## src/rtl/pcseq_pkg.sv

```systemverilog
// Shared types for the PC sequencer: FSM state encoding and halt reason codes.
package pcseq_pkg;

   typedef enum logic [1:0] {
      StIdle   = 2'd0,
      StRun    = 2'd1,
      StStep   = 2'd2,
      StHalted = 2'd3
   } pcseq_state_e;

   localparam logic [1:0] HR_NONE  = 2'd0;
   localparam logic [1:0] HR_EXT   = 2'd1;
   localparam logic [1:0] HR_LIMIT = 2'd2;
   localparam logic [1:0] HR_LOOP  = 2'd3;

endpackage

```

## src/rtl/pcseq_trace_buf.sv

```systemverilog
// Circular trace buffer of retired PCs. The oldest entry is overwritten once full;
// rd_idx 0 always addresses the oldest valid entry. Depth must be a power of 2.
module pcseq_trace_buf #(
   parameter int unsigned Depth = 8,
   parameter int unsigned Width = 16
) (
   input  logic                       clk,
   input  logic                       rst_n,
   input  logic                       clr,
   input  logic                       wr_en,
   input  logic [Width-1:0]           wr_data,
   input  logic [$clog2(Depth)-1:0]   rd_idx,
   output logic [Width-1:0]           rd_data,
   output logic [$clog2(Depth):0]     count
);
   localparam int unsigned IdxW = $clog2(Depth);

   logic [Width-1:0] mem_q [Depth];
   logic [Width-1:0] mem_d [Depth];
   logic [IdxW-1:0]  wr_ptr_q, wr_ptr_d;
   logic [IdxW:0]    count_q, count_d;
   logic [IdxW-1:0]  base;
   logic [IdxW-1:0]  rd_addr;

   // Next-state: clear on restart, otherwise append and saturate the fill count.
   always_comb begin
      mem_d    = mem_q;
      wr_ptr_d = wr_ptr_q;
      count_d  = count_q;
      if (clr) begin
         wr_ptr_d = '0;
         count_d  = '0;
      end else if (wr_en) begin
         mem_d[wr_ptr_q] = wr_data;
         wr_ptr_d        = wr_ptr_q + IdxW'(1);
         if (count_q != (IdxW+1)'(Depth)) begin
            count_d = count_q + (IdxW+1)'(1);
         end
      end
   end

   // Storage needs no reset; only the pointer and count define validity.
   always_ff @(posedge clk) begin
      mem_q <= mem_d;
   end

   // Pointer and count registers.
   always_ff @(posedge clk) begin
      if (!rst_n) begin
         wr_ptr_q <= '0;
         count_q  <= '0;
      end else begin
         wr_ptr_q <= wr_ptr_d;
         count_q  <= count_d;
      end
   end

   // Once full, the write pointer points at the oldest entry; before that it is slot 0.
   always_comb begin
      base    = count_q[IdxW] ? wr_ptr_q : '0;
      rd_addr = base + rd_idx;
      rd_data = mem_q[rd_addr];
   end

   assign count = count_q;

endmodule

```

## src/rtl/cpu_pc_sequencer.sv

```systemverilog
// Program-counter driver for CPU_16bit: start/halt/single-step control, retire counter,
// halt detection (external, retire limit, self-loop). Optional trace buffer under the
// PCSEQ_TRACE_EN macro; without it trace_pc and trace_count read as zero.
module cpu_pc_sequencer
   import pcseq_pkg::*;
#(
   parameter int unsigned     PC_W        = 16,
   parameter logic [PC_W-1:0] RESET_VEC   = 16'd9,
   parameter int unsigned     MAX_CYCLES  = 6,
   parameter int unsigned     CNT_W       = 16,
   parameter int unsigned     TRACE_DEPTH = 8
) (
   input  logic                             clk,
   input  logic                             rst_n,
   input  logic                             start,
   input  logic                             halt_req,
   input  logic                             step_mode,
   input  logic                             step_req,
   input  logic [PC_W-1:0]                  pc_next,
   output logic [PC_W-1:0]                  pc_start,
   output logic                             retire,
   output logic                             busy,
   output logic                             done,
   output logic [1:0]                       halt_reason,
   output logic [CNT_W-1:0]                 retire_cnt,
   input  logic [$clog2(TRACE_DEPTH)-1:0]   trace_idx,
   output logic [PC_W-1:0]                  trace_pc,
   output logic [$clog2(TRACE_DEPTH):0]     trace_count
);
   pcseq_state_e     state_q, state_d;
   logic [PC_W-1:0]  pc_q, pc_d;
   logic [CNT_W-1:0] cnt_q, cnt_d;
   logic [1:0]       reason_q, reason_d;
   logic             retire_int;
   logic             restart;
   logic             limit_hit;

   assign limit_hit = (MAX_CYCLES != 0) && (cnt_q == CNT_W'(MAX_CYCLES - 1));

   // Next-state, retire decision and halt priority: external > limit > self-loop.
   always_comb begin
      state_d    = state_q;
      pc_d       = pc_q;
      cnt_d      = cnt_q;
      reason_d   = reason_q;
      retire_int = 1'b0;
      restart    = 1'b0;
      case (state_q)
         StIdle, StHalted: begin
            if (start) begin
               restart  = 1'b1;
               state_d  = step_mode ? StStep : StRun;
               pc_d     = RESET_VEC;
               cnt_d    = '0;
               reason_d = HR_NONE;
            end
         end
         StRun: begin
            if (halt_req) begin
               state_d  = StHalted;
               reason_d = HR_EXT;
            end else if (step_mode) begin
               state_d = StStep;
            end else begin
               retire_int = 1'b1;
            end
         end
         StStep: begin
            if (halt_req) begin
               state_d  = StHalted;
               reason_d = HR_EXT;
            end else begin
               retire_int = step_req;
               if (!step_mode) begin
                  state_d = StRun;
               end
            end
         end
         default: state_d = StIdle;
      endcase

      if (retire_int) begin
         pc_d  = pc_next;
         cnt_d = (&cnt_q) ? cnt_q : cnt_q + CNT_W'(1);
         if (limit_hit) begin
            state_d  = StHalted;
            reason_d = HR_LIMIT;
         end else if (pc_next == pc_q) begin
            state_d  = StHalted;
            reason_d = HR_LOOP;
         end
      end
   end

   // State registers with synchronous active-low reset.
   always_ff @(posedge clk) begin
      if (!rst_n) begin
         state_q  <= StIdle;
         pc_q     <= RESET_VEC;
         cnt_q    <= '0;
         reason_q <= HR_NONE;
      end else begin
         state_q  <= state_d;
         pc_q     <= pc_d;
         cnt_q    <= cnt_d;
         reason_q <= reason_d;
      end
   end

   // Reset asserted mid-run must suppress the commit strobe in that same cycle.
   assign retire      = retire_int & rst_n;
   assign pc_start    = pc_q;
   assign busy        = (state_q == StRun) || (state_q == StStep);
   assign done        = (state_q == StHalted);
   assign halt_reason = reason_q;
   assign retire_cnt  = cnt_q;

`ifdef PCSEQ_TRACE_EN
   pcseq_trace_buf #(
      .Depth (TRACE_DEPTH),
      .Width (PC_W)
   ) u_trace (
      .clk     (clk),
      .rst_n   (rst_n),
      .clr     (restart),
      .wr_en   (retire),
      .wr_data (pc_q),
      .rd_idx  (trace_idx),
      .rd_data (trace_pc),
      .count   (trace_count)
   );
`else
   logic unused_trace;
   assign unused_trace = ^{trace_idx, restart};
   assign trace_pc     = '0;
   assign trace_count  = '0;
`endif

endmodule

```

## config.mk

```make
export PLATFORM = sky130hd
export DESIGN_NAME = cpu_pc_sequencer
export DESIGN_NICKNAME = d
export VERILOG_FILES = /design/src/rtl/pcseq_pkg.sv /design/src/rtl/pcseq_trace_buf.sv /design/src/rtl/cpu_pc_sequencer.sv
export SDC_FILE = /design/constraint.sdc
export NUM_CORES = 1
export LEC_CHECK = 0
export CELL_PAD_IN_SITES_DETAIL_PLACEMENT = 0
export CELL_PAD_IN_SITES_GLOBAL_PLACEMENT = 2
export CORE_MARGIN = 4
export CORE_UTILIZATION = 25
export DETAILED_ROUTE_END_ITERATION = 7
export PLACE_DENSITY_LB_ADDON = 0.1
export SLEW_MARGIN = 40
export SYNTH_ARGS = -nofsm -noshare
export SYNTH_HDL_FRONTEND = slang
export SYNTH_SLANG_ARGS = --single-unit
```

## constraint.sdc

```tcl
create_clock -name clk -period 2.4 [get_ports clk]
set_input_delay 0.36 -clock clk [delete_from_list [all_inputs] [get_ports clk]]
set_output_delay 0.36 -clock clk [all_outputs]
set_load 0.01 [all_outputs]
```

Word-level counts from Yosys, hierarchy flattened. Index checks and enable logic that the tools add are counted.

Input bits: 25. Output and inout port bits: 57. Register bits after elaboration: 36. Word-level logic and storage cells: 48.

Bitwise gates (word level): 1. Reduce and logical (&&, ||, !) cells: 9. Multiplexer cells: 27. Add/sub/neg operators: 1. Equal/unequal tests: 6.

Operator list (number): $mux 16 (7); $mux 2 (14); $add 16x1->16 const B (1); $eq 16x16->1 (1); $eq 16x3->1 const B (1); $reduce_and 16->1 (1); $pmux 2 s3 (1); $eq 2x2->1 const B (2); $pmux 2 s2 (1); $reduce_bool 2->1 (2); $reduce_or 2->1 (2); $mux 1 (3); $reduce_and 3->1 (1); $eq 2x1->1 const B (1); $logic_not 2->1 (1); $ne 2x2->1 const B (1); $pmux 1 s2 (1); $reduce_and 2->1 (1); $and 1x1->1 (1); $logic_or 1x1->1 (1).

Longest topological paths before layout.
Word-level depth: 6. Mapped depth: 9. Mapped depth without buffers: 6.

Worst setup path after synthesis. No wires, ideal clock.

Path kind: register -> output. From: reg state_q[0]. To: out retire. Arrival: 1.739 ns. Required time: 2.040 ns. Slack: 0.301 ns. Cell stages (with the launch flop): 8. Buffers on the path: 3. Cell sequence: dfxtp_1 inv_1 ha_1 or2_0 buf_2 a211oi_1 buf_2 buf_2.

Longest elaborated chain between the ends: 3. Elaborated cells between the ends (all ways): 4. Those cells by class: eq/ne (2); mux (1); bitwise (1).

RTL lines: start: declaration (line cpu_pc_sequencer.sv:30) `pcseq_state_e state_q, state_d;`; start signal: assignment (line cpu_pc_sequencer.sv:98) `state_q <= StIdle;`; start signal: assignment (line cpu_pc_sequencer.sv:103) `state_q <= state_d;`; $eq 2x2->1 or $eq 2x1->1 (tied branches) (line cpu_pc_sequencer.sv:48) `case (state_q)`; $pmux 1 s2 * (line cpu_pc_sequencer.sv:48); $and 1x1->1 * (line cpu_pc_sequencer.sv:111) `assign retire = retire_int & rst_n;`; end: declaration (line cpu_pc_sequencer.sv:21) `output logic retire,`.

Mark *: on every way between the ends. The rest lies on a longest branch, timed or not.

Worst setup path after layout.
From: reg state_q[1]. To: out retire.

Same word-level chain as after synthesis.

==> summary.md <==
| Metric | Value |
|---|---|
| Setup violations, final | 0 |
| Final Util | about 36% |
| Max Clock Skew | roughly 0.0066 ns |
| Critical Path RT | around 2.0 ns |
| Count of hold-fix buffers inserted at cts | 0 |
| IO Port Bufs | 58 |
| Crit Path Class | flip-flop to output pin |
| Reg2reg start | state_q[1] |
| Root Driver | clkbuf_8 |
| Clock Tree Buf Depth | 2 |
| Result of the run | finished clean |
| Ant. Diodes | 0 |
| Worst EP arrival | 1.80 ns |
| Mapped Cells | 252 |
| Hold slack final | about 0.52 ns |
| Final instance area | between 3000 and 4000 um^2 |
| Grt ovf | 0 |
| Hold depth | 1 |
| Max-slew headroom | between 50 and 60% |
| Sink Count | 36 |
| Worst Tran Pin Value | slightly below 0.7 ns |
| PwrDens | between 500 and 600 nW/um^2 |
| Top cells by area, synth | dfxtp_1 (33%), buf_4 (6.8%), xor2_1 (6.4%) |
| Final Non-Filler Cells | between 400 and 500 |
| Vias in the first global route | between 2000 and 2500 |
| First-pass GRT wire length | roughly 11 mm |
| YS warnings | 0 |
| Placed inst area | approximately 2900 um^2 |
| Via count | between 2000 and 2500 |
| Number of antenna violations at the first check in global routing | 0 |
| NumNets Final | about 350 |
| Reg2reg path depth | 7 |
| Yosys reg bits | 36 |
| Sum Neg Setup Slack | 0 ns |
| Tot GR Track Use | 13.3% |
| DIE AREA | a little over 10000 um^2 |
| Final Cycle Share | 90.1% |
| Final slew viol count | 0 |
| Reg-to-reg slack, setup | between 0.2 and 0.25 ns |
| DRC Markers | 0 |
| Initial core utilization | about a quarter |
| Worst vdd ir | 189 uV |
| Final HPWL from detailed placement | between 5 and 6 mm |
| Placement Rows | 33 |
| CP Capture Type | output pin |
| Number of flops mapped to enable cells by yosys | 0 |
| Worst Setup Start Kind | flip-flop |
| Num CTS Buffers | 5 |
| Power consumption | 1.74 mW |
| Layout cells sized above 1 | between 10% and 20% |
| Mean Syn Cell Area | 8.73 um^2 |
| Worst Setup Slack, final | between 0.2 and 0.25 ns |
| Leak pwr | 1.15 nW |
| Hold/Removal Path Class | flip-flop to flip-flop |
| Largest net degree at the start of global routing | 25 |
| Crit. Startpoint | state_q[1] |
| Pre-CTS setup slack | roughly 0.044 ns |
| DRT Pass-1 Iters | 4 |
| Routability cong. | around 0.76 |
| Core area | 8380 um^2 |
| Final Hold Viols | 0 |
| Vias per cell | ~4.9 |
| Skew-Pair Late Insertion Delay | 0.29 ns |
| Fmax | 462 MHz |
| Drt initial violations | just over 100 |
| I/O pins | ~80 |
| WL/cell | about 16 um |
| Synthesized area | roughly 2200 um^2 |
| Syn-to-layout area delta | 39.0% |
| Crit path time final | around 2.2 ns |
| Worst-path fanout max | 4 |
| CTS tree | done |
| RSZ-0062 raised after global routing | false |
| Die W | 102 um |
| Dpl cells | 421 |
| Chip height | a little over 100 um |
| Synth cell types | between 50 and 60 |
| Final wirelength | slightly below 7 mm |
| Maxcap violations | 0 |
| Ys flop type | dfxtp_1 |
| ANT nets after route | 0 |
| Yosys top cell area share | about a third |
| Sequential share of the synthesized area | roughly 33% |
| Cell taking the most area after synthesis | dfxtp_1 |
| Worst Hold End | pc_start[2] |
| Worst hold start | pc_start[2] |
| Clock slew at reported path FFs | 0.08 ns |
| Reg2reg end | state_q[0] |
| Htree depth | 2 |
| Async SR Flop Fraction | 0% |
-- power breakdown --
part           internal [mW]  switching, mW
clock network          0.308          0.235
registers              0.633         0.0299
logic                  0.259          0.277
total                   1.20          0.542
-- flip-flops by register name, summed over array words and instances (netlist names) --
| signal | count |
|---|---|
| state_q | 2 |
| retire_cnt | 16 |
| pc_start | 16 |
| halt_reason | 2 |
-- critical path, stage by stage (launching register included) --
cell	delay (ns)
dfxtp_1	0.40
ha_1	0.26
or2_0	0.27
a211oi_4	0.28
dlygate4sd2_1	0.30
-- cell families after synthesis --
group	share of synthesized area [%]
xor gates and xnor gates	6.37
muxes	0.910
AOI/OAI and AO/OA	21.8
adders and majority gates	3.75
DFF	32.8
and+or+nand+nor	23.1
buffers and inverters	11.1
other	0.170
-- cells in the mapped netlist, types with 2 or more instances --
cell	count
dfxtp_1	36
buf_4	20
nand3_1	20
xor2_1	16
a22o_1	14
nand2_1	13
buf_2	9
nor2_1	9
nor4_1	9
inv_1	8
nand4_1	8
a21oi_1	6
ha_1	5
o211ai_1	5
o21ai_0	5
a31oi_1	4
nor3_1	4
o311ai_0	4
clkbuf_1	3
nand2b_1	3
nor3b_1	3
o31ai_1	3
a211o_1	2
a31o_2	2
a41oi_1	2
and2_1	2
and3_1	2
and4_1	2
maj3_1	2
mux2i_1	2
nor4b_1	2
o221ai_1	2
o22ai_1	2
-- worst max-delay path by stage --
stage | endpoint | slack (ns) | cells after the start
after floorplan | retire | 0.30 | 7
after detailed placement | retire | 0.04 | 4
after CTS | retire | 0.17 | 5
after global routing | retire_cnt[5] | 0.09 | 8
final | retire | 0.24 | 4
after global placement | state_q[0] | 0.05 | 7
-- area by class of cell --
class / instances / area (um^2)
multi-input cells: 193 / 1320
inverters: 9 / 33.8
repair buffers: 78 / 742
fillers: 862 / 5320
clock inverters: 3 / 42.5
well taps: 105 / 131
flip-flops and latches: 36 / 721
clock buffers: 5 / 68.8
-- timing repair --
item / in CTS / in global routing
setup endpoints to repair: 1 / 0
setup buffers: 0 / 0
gates resized for setup: 1 / 0
-- layout by cell type, fill, tap and decap left out, drive strengths merged, types with 6 or more instances in the layout --
cell type and n:
a21oi 6, a22o 14, buf 20, clkdlybuf4s50 57, conb 20, dfxtp 36, inv 8, nand2 13
nand3 20, nand4 10, nor2 9, nor4 9, xor2 16
-- routing by layer --
layer	up-vias	routed length (um)	track usage (%)
li1	1056	-	-
met4	0	49	2.45
met2	59	2980	20.5
met5	-	0	0
met1	1001	3370	18.3
met3	5	439	4.27
Power figures use the tool's default switching activity.
